### config.mk
export PLATFORM = sky130hd
export DESIGN_NAME = reset_sequencer
export DESIGN_NICKNAME = d
export VERILOG_FILES = /design/src/rtl/reset_sequencer.sv
export SDC_FILE = /design/constraint.sdc
export NUM_CORES = 1
export LEC_CHECK = 0
export CORE_MARGIN = 2
export CORE_UTILIZATION = 55
export CTS_BUF_LIST = sky130_fd_sc_hd__clkbuf_8
export CTS_CLUSTER_DIAMETER = 30
export CTS_CLUSTER_SIZE = 25
export DETAILED_ROUTE_END_ITERATION = 8
export GPL_TIMING_DRIVEN = 0
export PLACE_DENSITY = 0.79
export SLEW_MARGIN = 0
export SYNTH_ARGS = -nofsm -noshare
export SYNTH_HDL_FRONTEND = slang
export SYNTH_SLANG_ARGS = --single-unit
### constraint.sdc
create_clock -name clock -period 2.5 [get_ports clock]
set_input_delay 0.5 -clock clock [delete_from_list [all_inputs] [get_ports clock]]
set_output_delay 0.5 -clock clock [all_outputs]
set_load 0.02 [all_outputs]
### src/rtl/reset_sequencer.sv
// -----------------------------------------------------------------------------
// reset_sequencer
//
// Releases four subsystem resets in a fixed order (ADC clock domain, core,
// DSP, UART) with a programmable number of cycles between each release. A
// master reset is accepted asynchronously. Its deassertion only reaches the
// sequencer after passing through a reset synchronizer. A synchronous soft
// reset restarts the sequence without re-arming the synchronizer. A hold input
// freezes progress while the sequencer is waiting on a delay.
//
// Parameters
//   SYNC_STAGES  depth of the reset-deassertion synchronizer (>= 2)
//   ADC_DELAY    cycles from sequence start to ADC clock-reset release (>= 1)
//   CORE_DELAY   cycles from ADC release to core reset release (>= 1)
//   DSP_DELAY    cycles from core release to DSP reset release (>= 1)
//   UA_DELAY     cycles from DSP release to UART reset release (>= 1)
//   CNT_WIDTH    delay counter width; every *_DELAY-1 must fit
//
// Ports
//   clock           sole clock
//   reset           asynchronous active-high master reset
//   io_soft_reset   synchronous restart request, active-high
//   io_hold         freezes the delay counter and state while waiting
//   io_adc_clk_rst  ADC clock-domain reset, active-high
//   io_core_reset   core reset, active-high
//   io_dsp_reset    DSP reset, active-high
//   io_ua_reset     UART reset, active-high
//   io_done         high once every reset has been released
//   io_stage        current state encoding
// -----------------------------------------------------------------------------
module reset_sequencer #(
  parameter int SYNC_STAGES = 2,
  parameter int ADC_DELAY   = 16,
  parameter int CORE_DELAY  = 32,
  parameter int DSP_DELAY   = 16,
  parameter int UA_DELAY    = 8,
  parameter int CNT_WIDTH   = 8
) (
  input  logic       clock,
  input  logic       reset,
  input  logic       io_soft_reset,
  input  logic       io_hold,
  output logic       io_adc_clk_rst,
  output logic       io_core_reset,
  output logic       io_dsp_reset,
  output logic       io_ua_reset,
  output logic       io_done,
  output logic [2:0] io_stage
);

  // ---------------------------------------------------------------------------
  // Elaboration-time parameter checks
  // ---------------------------------------------------------------------------
  localparam longint CntSpan = longint'(1) << CNT_WIDTH;

  if (SYNC_STAGES < 2) begin : g_bad_sync
    $fatal(1, "reset_sequencer: SYNC_STAGES must be >= 2");
  end
  if (CNT_WIDTH < 1) begin : g_bad_width
    $fatal(1, "reset_sequencer: CNT_WIDTH must be >= 1");
  end
  if (ADC_DELAY < 1 || CORE_DELAY < 1 || DSP_DELAY < 1 || UA_DELAY < 1) begin : g_bad_delay
    $fatal(1, "reset_sequencer: every *_DELAY must be >= 1");
  end
  if (longint'(ADC_DELAY) - 1 >= CntSpan) begin : g_bad_adc_fit
    $fatal(1, "reset_sequencer: ADC_DELAY-1 does not fit in CNT_WIDTH bits");
  end
  if (longint'(CORE_DELAY) - 1 >= CntSpan) begin : g_bad_core_fit
    $fatal(1, "reset_sequencer: CORE_DELAY-1 does not fit in CNT_WIDTH bits");
  end
  if (longint'(DSP_DELAY) - 1 >= CntSpan) begin : g_bad_dsp_fit
    $fatal(1, "reset_sequencer: DSP_DELAY-1 does not fit in CNT_WIDTH bits");
  end
  if (longint'(UA_DELAY) - 1 >= CntSpan) begin : g_bad_ua_fit
    $fatal(1, "reset_sequencer: UA_DELAY-1 does not fit in CNT_WIDTH bits");
  end

  // ---------------------------------------------------------------------------
  // Types and constants
  // ---------------------------------------------------------------------------
  typedef enum logic [2:0] {
    StHold     = 3'd0,
    StWaitAdc  = 3'd1,
    StWaitCore = 3'd2,
    StWaitDsp  = 3'd3,
    StWaitUa   = 3'd4,
    StDone     = 3'd5
  } state_e;

  // Terminal counter values: a state with delay D spends exactly D edges.
  localparam logic [CNT_WIDTH-1:0] AdcLast  = CNT_WIDTH'(ADC_DELAY - 1);
  localparam logic [CNT_WIDTH-1:0] CoreLast = CNT_WIDTH'(CORE_DELAY - 1);
  localparam logic [CNT_WIDTH-1:0] DspLast  = CNT_WIDTH'(DSP_DELAY - 1);
  localparam logic [CNT_WIDTH-1:0] UaLast   = CNT_WIDTH'(UA_DELAY - 1);

  // Successor of each waiting state in the release order.
  function automatic state_e next_wait(input state_e s);
    state_e n;
    case (s)
      StWaitAdc:  n = StWaitCore;
      StWaitCore: n = StWaitDsp;
      StWaitDsp:  n = StWaitUa;
      default:    n = StDone;
    endcase
    return n;
  endfunction

  // ---------------------------------------------------------------------------
  // Reset-deassertion synchronizer
  // ---------------------------------------------------------------------------
  // Set asynchronously, drains one zero per edge; the sequencer only leaves
  // HOLD once the last stage has cleared.
  logic [SYNC_STAGES-1:0] r_sync;
  logic                   w_sync_rst;

  always_ff @(posedge clock or posedge reset) begin
    if (reset) begin
      r_sync <= '1;
    end else begin
      r_sync <= {r_sync[SYNC_STAGES-2:0], 1'b0};
    end
  end

  assign w_sync_rst = r_sync[SYNC_STAGES-1];

  // ---------------------------------------------------------------------------
  // Sequencer FSM and delay counter
  // ---------------------------------------------------------------------------
  state_e                 r_state;
  state_e                 w_state_d;
  logic [CNT_WIDTH-1:0]   r_cnt;
  logic [CNT_WIDTH-1:0]   w_cnt_d;
  logic [CNT_WIDTH-1:0]   w_last;

  always_comb begin
    w_last = '0;
    case (r_state)
      StWaitAdc:  w_last = AdcLast;
      StWaitCore: w_last = CoreLast;
      StWaitDsp:  w_last = DspLast;
      StWaitUa:   w_last = UaLast;
      default:    w_last = '0;
    endcase
  end

  always_comb begin
    w_state_d = r_state;
    w_cnt_d   = r_cnt;
    if (io_soft_reset) begin
      // Soft reset wins over hold and over a coincident terminal count.
      w_state_d = StHold;
      w_cnt_d   = '0;
    end else begin
      case (r_state)
        StHold: begin
          if (!w_sync_rst) begin
            w_state_d = StWaitAdc;
            w_cnt_d   = '0;
          end
        end
        StWaitAdc, StWaitCore, StWaitDsp, StWaitUa: begin
          if (!io_hold) begin
            if (r_cnt == w_last) begin
              w_state_d = next_wait(r_state);
              w_cnt_d   = '0;
            end else begin
              w_cnt_d = r_cnt + CNT_WIDTH'(1);
            end
          end
        end
        StDone: begin
          // Absorbing until reset or soft reset.
        end
        default: begin
          w_state_d = StHold;
          w_cnt_d   = '0;
        end
      endcase
    end
  end

  always_ff @(posedge clock or posedge reset) begin
    if (reset) begin
      r_state <= StHold;
      r_cnt   <= '0;
    end else begin
      r_state <= w_state_d;
      r_cnt   <= w_cnt_d;
    end
  end

  // ---------------------------------------------------------------------------
  // Registered outputs
  // ---------------------------------------------------------------------------
  // Decoded from the next state so they change on the same edge as the state.
  // Each reset is a superset of the one released before it, which makes an
  // out-of-order release structurally impossible.
  logic w_adc_d;
  logic w_core_d;
  logic w_dsp_d;
  logic w_ua_d;
  logic w_done_d;

  always_comb begin
    w_adc_d  = (w_state_d == StHold) || (w_state_d == StWaitAdc);
    w_core_d = w_adc_d  || (w_state_d == StWaitCore);
    w_dsp_d  = w_core_d || (w_state_d == StWaitDsp);
    w_ua_d   = w_dsp_d  || (w_state_d == StWaitUa);
    w_done_d = (w_state_d == StDone);
  end

  logic r_adc;
  logic r_core;
  logic r_dsp;
  logic r_ua;
  logic r_done;

  always_ff @(posedge clock or posedge reset) begin
    if (reset) begin
      r_adc  <= 1'b1;
      r_core <= 1'b1;
      r_dsp  <= 1'b1;
      r_ua   <= 1'b1;
      r_done <= 1'b0;
    end else begin
      r_adc  <= w_adc_d;
      r_core <= w_core_d;
      r_dsp  <= w_dsp_d;
      r_ua   <= w_ua_d;
      r_done <= w_done_d;
    end
  end

  assign io_adc_clk_rst = r_adc;
  assign io_core_reset  = r_core;
  assign io_dsp_reset   = r_dsp;
  assign io_ua_reset    = r_ua;
  assign io_done        = r_done;
  assign io_stage       = r_state;

endmodule

==> run summary <==
Sw Share: 27.6%
Int Pwr: 473 uW
Num CTS Buffers: 3
GR peak layer: met2
Drt first pass iters: 4
Total power: 652 uW
Layout area overhead: 17.9%
Number of setup buffers added after CTS: 0
Adder-Cell Fraction of Synth Area: 1.27%
Layout cell share with drive strength beyond 1: 17.6%
First-pass GRT wire length: 2990 um
Row count: 15
R2R Path Start: io_stage[0]
Gr ovfl total: 0
Hold Startpoint: r_sync[0]
Crit share post-route: 81.6%
Min Tclk post-route: 2040 ps
Met1 Use GR: 27.8%
RSZ-0062 raised after global routing: no
Clock Skews: 8.91 ps
Wire length per cell: 13.8 um
CTS tree: built
CTS clk-pin slew, worst paths: 70 ps
Drt drc: 0
Final hold viol count: 0
Max-slew headroom: 53.9%
Cts repair resizes: 0
Critical path type: flip-flop to flip-flop
GR Layer Usage met3: 5.10%
Synthesized net count: 99
Critical path required time: 2680 ps
Core area: 0.00171 mm2
Pre-CTS setup slack: 470 ps
Critical path arrival: 2220 ps
Pwr dens: 561 mW/mm2
Root Driver: clkbuf_8
Num Clock Sinks: 18
Post-Synth Simple-Gate Area: 18.4%
Largest net degree at the start of global routing: 19
Yosys Warn Count: 0
Worst slew pin tran: 691 ps
Crit. Startpoint: io_stage[0]
Number of distinct library cells after synthesis: 35
Clock insertion delay at the later pin of the skew report: 260 ps
Total wire length: 1840 um
Multiplexer share of the synthesized area: 2.66%
Mapped Avg Cell Area: 10.5 um2
Die Y: 46.4 um
Endpoints failing setup: 0
Startpoint Class: flip-flop
All-layer global routing usage: 20.6%
Fmax: 490 MHz
Die Width: 46.4 um
Hpwl dp: 1320 um
Final worst setup slack: 461 ps
Setup TNS: 0 ps
HP Class: flip-flop to flip-flop
Synth Flop Type: dfrtp_1
Switching pwr: 180 uW
Clk buf depth: 2
Status: complete, no violations
M2 GR Usage: 30.6%
Sequential share of power: 48.3%
Ys async rst share: 100%
Register area share after synthesis: 46.4%
H-tree depth: 1
Starting DRT DRC Count: 9
Clock share of power: 31.3%
Final slew viol count: 0
Post-detailed-route via-to-cell ratio: 5.59
Largest family of logic cells by synthesized area: compound AO/OA/AOI/OAI gates
DIE AREA: 0.00215 mm2
Comb pwr share: 20.4%
Pleak: 0.501 nW
NumNets Final: 114
Top Ports: 12
Setup crit end kind: flip-flop
Syn Inst Count: 94
Port bufs: 10
Vias in the first global route: 658
Post-synthesis register bit count: 18
Via count: 744
Initial antenna violation count: 0
Max Cap Viol: 0
Compound-cell area share of the yosys netlist: 21.7%
Number of synthesized flops with an enable pin: 0
Synth Area in XOR/XNOR: 4.31%
Initial core utilization: 57.8%
Synth Cell Area: 987 um2
Hold_buf cts: 0
Peak VDD IR: 0.392 mV
CP Max Fanout: 8
Antenna diodes: 0
Final Wtd Congestion: 0.758
Final ANT Viol Nets: 0
==> synth_stat cells, drive strengths merged, types with 2 or more instances <==
master / number / area, um2
and3: 3 / 18.8
inv: 5 / 18.8
a21o: 3 / 22.5
nor2: 6 / 30.0
xnor2: 3 / 33.8
a31oi: 6 / 52.6
nor3b: 2 / 15.0
nand2b: 5 / 31.3
a41oi: 2 / 17.5
mux2: 2 / 26.3
dfstp: 6 / 158
dfrtp: 12 / 300
nand2: 4 / 15.0
clkbuf: 2 / 7.51
a21oi: 8 / 40.0
nand3: 3 / 15.0
o21ai: 3 / 15.0
buf: 2 / 22.5
a22o: 2 / 17.5
nor3: 4 / 20.0
==> path summary, 6_finish.rpt <==
kind,end,slack (ps),cells past startpoint
max in group asynchronous,io_stage[2],1400,2
setup / recovery,io_core_reset,460,6
min in group asynchronous,r_cnt[0],650,2
hold reg to reg,r_sync[1],350,0
hold / removal,r_sync[1],350,0
setup reg to reg,io_core_reset,460,6
==> layout by cell type (no fill, tap or decap), drive strengths merged, types with 3 or more instances in the layout <==
cell / n
a21o: 3
a21oi: 8
a31oi: 6
and3: 3
clkbuf: 5
clkdlybuf4s50: 10
dfrtp: 12
dfstp: 6
inv: 6
nand2: 4
nand2b: 5
nand3: 3
nor2: 6
nor3: 4
o21ai: 3
xnor2: 3
==> layout make-up <==
class                   instances  area (um2)
clock buffers                   3        41.3
repair buffers                 10         100
inverters                       5        18.8
fillers                       137         544
clock inverters                 1        3.75
multi-input cells              67         480
flip-flops and latches         18         458
well taps                      25        31.3
plain buffers                   4        30.0
==> logic make-up after synthesis <==
| group | after synthesis |
|---|---|
| AOI/OAI and AO/OA | 29 |
| xor gates and xnor gates | 4 |
| adders and majority gates | 1 |
| buffers and inverters | 9 |
| DFF | 18 |
| muxes | 2 |
| other | 1 |
| and+or+nand+nor | 30 |
==> flip-flops by register name, summed over array words and instances (netlist names) <==
signal / cells
io_stage: 3
r_sync: 2
io_core_reset: 1
io_ua_reset: 1
io_adc_clk_rst: 1
io_dsp_reset: 1
io_done: 1
r_cnt: 8
==> metal layers <==
metal,wire (um),share of wire (%)
met1,906,49
met2,844,46
met3,47,2.6
met4,39,2.1
met5,0,0
==> power groups by stage <==
| stage | Clock (mW) | Sequential, mW | Combinational, mW |
|---|---|---|---|
| finish | 0.204 | 0.315 | 0.133 |
| global route | 0.224 | 0.316 | 0.146 |
| CTS | 0.209 | 0.315 | 0.133 |
| detailed placement | 0 | 0.320 | 0.132 |
| global placement | 0 | 0.319 | 0.129 |
| floorplan | 0 | 0.326 | 0.0927 |
==> through the flow <==
stage | utilization (%) | std cells | hold WS [ps] | instance area (um2)
after global placement | 65.5 | 129 | 347 | 1120
after detailed placement | 65.5 | 129 | 349 | 1120
after CTS | 68.1 | 133 | 351 | 1160
after floorplan | - | 94 | 345 | 987
final | 68.1 | 133 | 347 | 1160
after global routing | 68.1 | 133 | 354 | 1160
==> worst max-delay path, cell delays in order (launching register included) <==
cell and delay (ps):
dfrtp_1 480, nor3b_1 280, xor2_1 140, nor4_4 250, a41oi_1 240, or3b_1 400, a21o_1 180
No activity file was read; power rests on OpenSTA's default activity.
